## src/rtl/riscv_dmem_resp.sv

```systemverilog
// Data-memory responder for the single-cycle riscv_cpu: word RAM with byte/half/word
// stores, extended loads, and an MMIO page holding GPIO, CYCLE and sticky STATUS.
module riscv_dmem_resp #(
    parameter int unsigned DEPTH_WORDS = 64,
    parameter logic [31:0] MMIO_BASE   = 32'h0000_1000
) (
    input  logic        clk,
    input  logic        reset,
    input  logic        MemWrite,
    input  logic        MemRead,
    input  logic [2:0]  funct3,
    input  logic [31:0] Mem_WrAddr,
    input  logic [31:0] Mem_WrData,
    output logic [31:0] ReadData,
    output logic [31:0] gpio_out,
    output logic        err_irq
);

    localparam int unsigned AW     = $clog2(DEPTH_WORDS);
    localparam logic [29:0] BASE_W = MMIO_BASE[31:2];

    typedef enum logic [1:0] {
        SZ_BYTE,
        SZ_HALF,
        SZ_WORD,
        SZ_ILL
    } size_e;

    typedef enum logic [2:0] {
        RG_RAM,
        RG_GPIO,
        RG_CYCLE,
        RG_STATUS,
        RG_NONE
    } region_e;

    function automatic logic [31:0] extend_load(input logic [31:0] lane,
                                                input size_e       sz,
                                                input logic        sx);
        logic [31:0] res;
        case (sz)
            SZ_BYTE: res = {{24{sx & lane[7]}}, lane[7:0]};
            SZ_HALF: res = {{16{sx & lane[15]}}, lane[15:0]};
            SZ_WORD: res = lane;
            default: res = 32'd0;
        endcase
        return res;
    endfunction

    function automatic logic [3:0] lane_mask(input size_e sz, input logic [1:0] off);
        logic [3:0] m;
        case (sz)
            SZ_BYTE: m = 4'b0001 << off;
            SZ_HALF: m = off[1] ? 4'b1100 : 4'b0011;
            SZ_WORD: m = 4'b1111;
            default: m = 4'b0000;
        endcase
        return m;
    endfunction

    function automatic logic [31:0] replicate_store(input size_e sz, input logic [31:0] d);
        logic [31:0] r;
        case (sz)
            SZ_BYTE: r = {4{d[7:0]}};
            SZ_HALF: r = {2{d[15:0]}};
            default: r = d;
        endcase
        return r;
    endfunction

    logic [31:0]   mem_q [DEPTH_WORDS];
    logic [31:0]   gpio_q, gpio_d;
    logic [31:0]   cycle_q, cycle_d;
    logic          misalign_q, misalign_d;

    size_e         size;
    logic          sext;
    logic          misaligned;
    logic          access_ok;
    region_e       region;
    logic [AW-1:0] ram_idx;
    logic [31:0]   raw_word;
    logic [31:0]   lane_word;
    logic          store_ok;
    logic          ram_we;
    logic [3:0]    ram_be;
    logic [31:0]   ram_wdata;

    always_comb begin
        size = SZ_ILL;
        sext = 1'b0;
        case (funct3)
            3'b000: begin size = SZ_BYTE; sext = 1'b1; end
            3'b001: begin size = SZ_HALF; sext = 1'b1; end
            3'b010: begin size = SZ_WORD; sext = 1'b0; end
            3'b100: begin size = SZ_BYTE; sext = 1'b0; end
            3'b101: begin size = SZ_HALF; sext = 1'b0; end
            default: begin size = SZ_ILL; sext = 1'b0; end
        endcase
    end

    // Illegal encodings never count as misaligned, so they cannot set STATUS.
    assign misaligned = ((size == SZ_HALF) && Mem_WrAddr[0]) ||
                        ((size == SZ_WORD) && (Mem_WrAddr[1:0] != 2'b00));
    assign access_ok  = (size != SZ_ILL) && !misaligned;

    // MMIO registers decode on the word address, so a misaligned hit still lands on them.
    always_comb begin
        region = RG_NONE;
        if (Mem_WrAddr < MMIO_BASE) begin
            region = RG_RAM;
        end else if (Mem_WrAddr[31:2] == BASE_W) begin
            region = RG_GPIO;
        end else if (Mem_WrAddr[31:2] == BASE_W + 30'd1) begin
            region = RG_CYCLE;
        end else if (Mem_WrAddr[31:2] == BASE_W + 30'd2) begin
            region = RG_STATUS;
        end
    end

    assign ram_idx = Mem_WrAddr[AW+1:2];

    always_comb begin
        raw_word = 32'd0;
        case (region)
            RG_RAM:    raw_word = mem_q[ram_idx];
            RG_GPIO:   raw_word = gpio_q;
            RG_CYCLE:  raw_word = cycle_q;
            RG_STATUS: raw_word = {31'd0, misalign_q};
            default:   raw_word = 32'd0;
        endcase
    end

    assign lane_word = raw_word >> {Mem_WrAddr[1:0], 3'b000};
    assign ReadData  = access_ok ? extend_load(lane_word, size, sext) : 32'd0;

    assign store_ok  = MemWrite && access_ok && !reset;
    assign ram_we    = store_ok && (region == RG_RAM);
    assign ram_be    = lane_mask(size, Mem_WrAddr[1:0]);
    assign ram_wdata = replicate_store(size, Mem_WrData);

    always_ff @(posedge clk) begin
        if (ram_we) begin
            for (int i = 0; i < 4; i++) begin
                if (ram_be[i]) begin
                    mem_q[ram_idx][8*i +: 8] <= ram_wdata[8*i +: 8];
                end
            end
        end
    end

    always_comb begin
        gpio_d     = gpio_q;
        cycle_d    = cycle_q + 32'd1;
        misalign_d = misalign_q;
        if (store_ok) begin
            case (region)
                RG_GPIO:   gpio_d  = Mem_WrData;
                RG_CYCLE:  cycle_d = Mem_WrData;
                RG_STATUS: if (Mem_WrData[0]) misalign_d = 1'b0;
                default:   ;
            endcase
        end
        // A new fault outranks a clear issued in the same cycle.
        if ((MemRead || MemWrite) && misaligned) begin
            misalign_d = 1'b1;
        end
    end

    always_ff @(posedge clk) begin
        if (reset) begin
            gpio_q     <= 32'd0;
            cycle_q    <= 32'd0;
            misalign_q <= 1'b0;
        end else begin
            gpio_q     <= gpio_d;
            cycle_q    <= cycle_d;
            misalign_q <= misalign_d;
        end
    end

    assign gpio_out = gpio_q;
    assign err_irq  = misalign_q;

endmodule

```

## config.mk

```make
export PLATFORM = sky130hd
export DESIGN_NAME = riscv_dmem_resp
export DESIGN_NICKNAME = d
export VERILOG_FILES = /design/src/rtl/riscv_dmem_resp.sv
export SDC_FILE = /design/constraint.sdc
export NUM_CORES = 2
export LEC_CHECK = 0
export ABC_AREA = 1
export CAP_MARGIN = 25
export CORE_MARGIN = 2
export CORE_UTILIZATION = 45
export CTS_BUF_LIST = sky130_fd_sc_hd__clkbuf_4
export DETAILED_ROUTE_END_ITERATION = 10
export PLACE_DENSITY = 0.64
export SLEW_MARGIN = 15
export SYNTH_ARGS = -nofsm -noshare
export SYNTH_HDL_FRONTEND = slang
export SYNTH_SLANG_ARGS = --single-unit
```

## constraint.sdc

```tcl
create_clock -name clk -period 4.7 [get_ports clk]
set_clock_uncertainty 0.05 [all_clocks]
set_input_delay 1.175 -clock clk [delete_from_list [all_inputs] [get_ports clk]]
set_output_delay 1.175 -clock clk [all_outputs]
set_load 0.02 [all_outputs]
```

; Word-level counts from Yosys, hierarchy flattened
; Memories as Yosys holds them, arrays and structs flattened.
; Index checks and enable logic that the tools add are counted.
[totals]
ff_bits = 65
ram_bits = 2048
out_inout_bits = 65
elab_cells = 76
mem_count = 1
[classes]
addsub = 1
n_lt_le_gt_ge = 1
eq_ne = 13
shift = 2
mux = 30
bitwise_logic = 2
n_reduce_logical = 23
[memory_table]
columns = memory, depth, width, rd, rd_ports_with_merged_regs, write_ports, line
row1 = mem_q, 64, 32, 1, 0, 1, 71  ; logic [31:0] mem_q [DEPTH_WORDS];
[ops]
columns = op, n
row1 = 32-bit case mux with 4 select lines, 1
row2 = 32-bit 2-to-1 mux, 3
row3 = 32-bit case mux with 3 select lines, 1
row4 = 30-bit by 11-bit == test with 1-bit output (second input constant), 3
row5 = 32-bit case mux with 2 select lines, 1
row6 = 32-bit by 1-bit adder with 32-bit output (second input constant), 1
row7 = 32-bit by 13-bit less-than comparator with 1-bit output (second input constant), 1
row8 = 32-bit by 5-bit >> shifter with 32-bit output, 1
row9 = 1-bit 2-to-1 mux, 17
row10 = 3-bit 2-to-1 mux, 4
row11 = 4-bit case mux with 3 select lines, 1
row12 = 3-bit by 2-bit == test with 1-bit output (second input constant), 3
row13 = 2-bit nonzero test, 4
row14 = 1-bit logical AND, 7
row15 = 3-bit by 1-bit == test with 1-bit output (second input constant), 2
row16 = 3-bit == test (second input constant), 2
row17 = 3-bit zero test, 2
row18 = 2-bit case mux with 3 select lines, 1
row19 = 2-bit OR reduction, 3
row20 = 4-bit 2-to-1 mux, 1
row21 = 1-bit by 2-bit << shifter with 4-bit output (first input constant), 1
row22 = 3-bit AND reduction, 1
row23 = 1-bit AND, 2
row24 = 2-bit by 1-bit == test with 1-bit output (second input constant), 1
row25 = other kinds (6), 8

; Logic depth before layout (Yosys ltp)
[depth]
word_depth = 13
mapped_depth = 22
depth_no_buf = 18

; Worst setup path after synthesis
; Ideal clock, no wire load.
[synth_timing]
path_kind = input to register
startpoint = in funct3[1]
endpoint = mem mem_q[0][10], data pin
setup_time_ns = 0.702
arrival_ns = 4.179
required_time_ns = 3.948
slack_ns = -0.231
path_stages = 4
path_buffers = 2
path_cell_list = buf_2 > nor2_1 > clkbuf_1 > o21ai_0
[synth_between]
elab_chain_len = 5
[synth_lines]
columns = element, line
row1 = "start, declared", 11  ; input logic [2:0] funct3,
row2 = "3-bit by 1-bit == test with 1-bit output, or another cell as far along", 92  ; case (funct3)
row3 = 2-bit OR reduction (no line), -
row4 = 2-bit case mux with 3 select lines (*), 92
row5 = 2-bit by 1-bit == test with 1-bit output / 2-bit zero test (equally long branches), 63  ; case (sz)
row6 = 32-bit case mux with 2 select lines (*), 63
row7 = via ram_wdata[10], 87  ; logic [31:0] ram_wdata;
row8 = "end, declared", 71
; Mark *: on every way through the listed nets, which the timed path passes. The rest lies on a longest branch.

; Final worst setup path
[layout_timing]
startpoint = in Mem_WrAddr[3]
endpoint = out ReadData[10]
[layout_between]
elab_chain_len = 11
[layout_lines]
columns = element, line
row1 = "start, declared", 12  ; input logic [31:0] Mem_WrAddr,
row2 = "parallel branches: the longest is 6 deep, another holds 32-bit by 13-bit less-than comparator with 1-bit output", -
row3 = 32-bit case mux with 4 select lines (*), 125  ; case (region)
row4 = 32-bit by 5-bit >> shifter with 32-bit output (*), 134  ; assign lane_word = raw_word >> {Mem_WrAddr[1:0], 3'b000};
row5 = 1-bit AND, 42  ; SZ_BYTE: res = {{24{sx & lane[7]}}, lane[7:0]};
row6 = 32-bit case mux with 3 select lines (*), 41  ; case (sz)
row7 = 32-bit 2-to-1 mux (*), 135  ; assign ReadData = access_ok ? extend_load(lane_word, size, sext) : 32'd0;
row8 = "end, declared", 14  ; output logic [31:0] ReadData,
; Every way passes the cells marked *.

==> results.md <==
* # setup viols final at 32
* GPL Wtd Cong at 0.965
* Initial antenna violation count at 17
* Worst path cell trace: buf_16 -> nor2_4 -> buf_12 -> buf_4 -> buf_4 -> nand3_1 -> nand4_1 -> nand2_2 -> nand2_1 -> nor2_4 -> nand3_2 -> buf_6 -> nand3_2 -> nand2_2 -> nand2_4 -> nand3_4 -> buf_12 -> buf_16 -> a21oi_4 -> buf_6
* Max Cap Viol at 0
* Startpoint Class: input pin
* Starting density of the core at 45.2%
* Io pins at 136
* Crit end category: output pin
* DR vias/cell at 5.61
* DP Area at 97600 um2
* Clk Latency, worst-skew pair at 1440 ps
* Post-synthesis cell count at 7701
* Design Power at 39.5 mW
* Total global routing overflow at 0
* First-pass iteration count of the detailed router at 7
* Kind of critical path: in2out
* Area leader, netlist: edfxtp_1
* Register area share after synthesis at 72.3%
* DR WL/cell at 25.8 um
* Synth Area per Inst at 11.3 um2
* Place WS at -1500 ps
* Vias at 66.5k
* Total clock sinks at 2113
* Flops & latches, synth at 2113
* Largest net degree at the start of global routing at 67
* Hold WC Path Type: in2reg
* CTS Buf Count at 563
* Mapped Area at 86800 um2
* Fin Hold WS at 129 ps
* Final Max Tran Viols at 0
* CTS tree: built
* Period minus WS final at 4970 ps
* Rows at 161
* Post-synth top area share at 70.8%
* Die area at 196000 um2
* Gr usage total at 30.4%
* CTS root buf: clkbuf_4
* RSZ-0062 raised after global routing: true
* Switch share at 24.2%
* Yosys cell types at 40
* Power share of the sequential group at 52.6%
* YS warnings at 0
* Horiz. Die Dim at 443 um
* Leakage at 41.0 nW
* Die H at 443 um
* Number of port buffers at 135
* DRT Wirelength at 306000 um
* Worst setup margin at -270 ps
* Arrival time of the worst setup path at 3750 ps
* DR DRC count at 0
* First-pass GRT wire length at 434000 um
* Outcome: finished, violations left
* WP data required at 3470 ps
* Internal power at 29.9 mW
* CP max stage cell: buf_4
* Clock Path Buffers at 4
* Max-slew headroom at 15.7%
* Share of layout cells above drive strength 1 at 24.0%
* Crit-path max FO at 8
* Final period util at 106%
* Final hold vios at 0
* Core area at 192000 um2
* Hold buffers post-CTS at 0
* Vias in the first global route at 64.1k
* Combinational share of power at 7.5%
* Area growth, synth to finish at 24.5%
* Fmax achieved at 201 MHz
* Slowest Stage Delay on Critical Path at 190 ps
* Power density over cell area at 366 nW/um2
* Net count after synthesis at 7773
* Violated checks: setup timing
* Peak supply drop at 0.281 mV
* Clk pwr share at 39.9%
* H-tree depth at 6
* Post-DP HPWL at 195000 um
* Worst-path clk slew at 60 ps
* NumNets Final at 9023
* Worst slew pin tran at 1260 ps
* Antenna-violating nets left at 0
* DR iter-0 viols at 8935
* Reg2reg setup slack at 1870 ps
* Sw power at 9.57 mW
* Design area at 108000 um2
* Top cells by area, synth: edfxtp_1 (71%), nor2_1 (7.2%), nand2_1 (7.2%)
[cell families after synthesis]
family	synth area share, %
and+or+nand+nor	17.0
DFF	72.3
AOI/OAI and AO/OA	6.34
adders and majority gates	0.0144
buffers and inverters	4.09
xor gates and xnor gates	0.252
[per-layer routing]
metal  share of wire [%]  track usage [%]  routed length (um)
met1                  37             39.6              114000
met2                  44             45.3              135000
met3                  12             8.81               37700
met4                 6.1             17.7               18700
met5                0.17             1.34                 520
[cells in the mapped netlist, drive strengths merged]
| master | instances |
|---|---|
| edfxtp | 2048 |
| nor2 | 1682 |
| nand2 | 1669 |
| o21ai | 575 |
| inv | 404 |
| o22ai | 254 |
| buf | 243 |
| nand3 | 230 |
| clkbuf | 165 |
| a21oi | 136 |
| dfxtp | 65 |
| nand4 | 59 |
| or2 | 45 |
| nor3 | 37 |
| xor2 | 24 |
| o22a | 19 |
| nand3b | 13 |
| o221ai | 8 |
| o21a | 6 |
| clkinv | 5 |
| a31oi | 4 |
| a211oi | 3 |
| o21bai | 2 |
| a22oi | 1 |
| ha | 1 |
| nor4 | 1 |
| o211ai | 1 |
| xnor2 | 1 |
[through the flow]
step | util (%) | std cells | TNS [ps]
6_report | 56.2 | 11867 | -6250
5_1_grt | 56.2 | 11858 | -9040
4_1_cts | 55.6 | 11807 | -5670
3_5_place_dp | 50.8 | 10789 | -43260
3_3_place_gp | 50.8 | 10788 | -44180
2_1_floorplan | - | 7701 | -118060
[path summary, 6_finish.rpt]
kind / cells past startpoint / endpoint / startpoint
hold / removal: 1 / mem_q[2][5] / Mem_WrData[5]
hold reg to reg: 2 / gpio_out[26] / gpio_out[26]
setup / recovery: 20 / ReadData[10] / Mem_WrAddr[3]
setup reg to reg: 9 / cycle_q[28] / cycle_q[0]
[sequential cells by signal (all words and copies together) (netlist names)]
| name | flops |
|---|---|
| cycle_q | 32 |
| err_irq | 1 |
| gpio_out | 32 |
| mem_q | 2048 |
[worst max-delay path: cells and delay by family]
family | cells | cell delay [ps]
AO/OA/AOI/OAI | 1 | 170
buffers and inverters | 8 | 1220
AND/OR/NAND/NOR | 11 | 1140
[power by group through the flow]
stage,clock network [mW],logic [mW],registers (mW)
after detailed placement,0,2.56,21.2
after floorplan,0,1.15,21.2
after global routing,16.9,3.09,20.8
final,15.8,2.97,20.8
after global placement,0,2.53,21.2
after CTS,15.9,2.80,20.8
[layout make-up]
class,count,area [um2]
Multi-Input combinational cell,4773,22300
Timing Repair inverter,1,20.0
Timing Repair Buffer,1090,11400
Fill cell,15947,84100
Tap cell,2526,3160
Sequential cell,2113,62800
Clock inverter,114,618
Antenna cell,29,72.6
Inverter,409,1610
Clock buffer,812,6100
[what timing repair did]
action,in CTS,in global routing
gates resized for setup,529,177
endpoints found under the setup margin,32,32
pin swaps,61,64
buffers inserted,75,19
gates cloned,19,6
[cell usage in the layout (no fill, tap or decap), types with 43 or more instances in the layout]
| cell | synthesis | layout |
|---|---|---|
| inv_1 | 395 | 382 |
| nand4_1 | 59 | 59 |
| buf_12 | 0 | 142 |
| clkdlybuf4s50_1 | 0 | 72 |
| clkbuf_4 | 0 | 812 |
| clkinv_1 | 5 | 75 |
| dfxtp_1 | 65 | 65 |
| nand3_2 | 3 | 50 |
| buf_4 | 40 | 719 |
| buf_6 | 14 | 75 |
| nor2_1 | 1675 | 1626 |
| o22ai_1 | 254 | 250 |
| o21ai_0 | 355 | 312 |
| nand2_1 | 1665 | 1575 |
| nand2_2 | 4 | 77 |
| o21ai_1 | 220 | 227 |
| nand3_1 | 227 | 170 |
| or2_2 | 43 | 43 |
| a21oi_1 | 136 | 93 |
| edfxtp_1 | 2048 | 2048 |
Note: power is estimated with default switching activity, not from simulation.
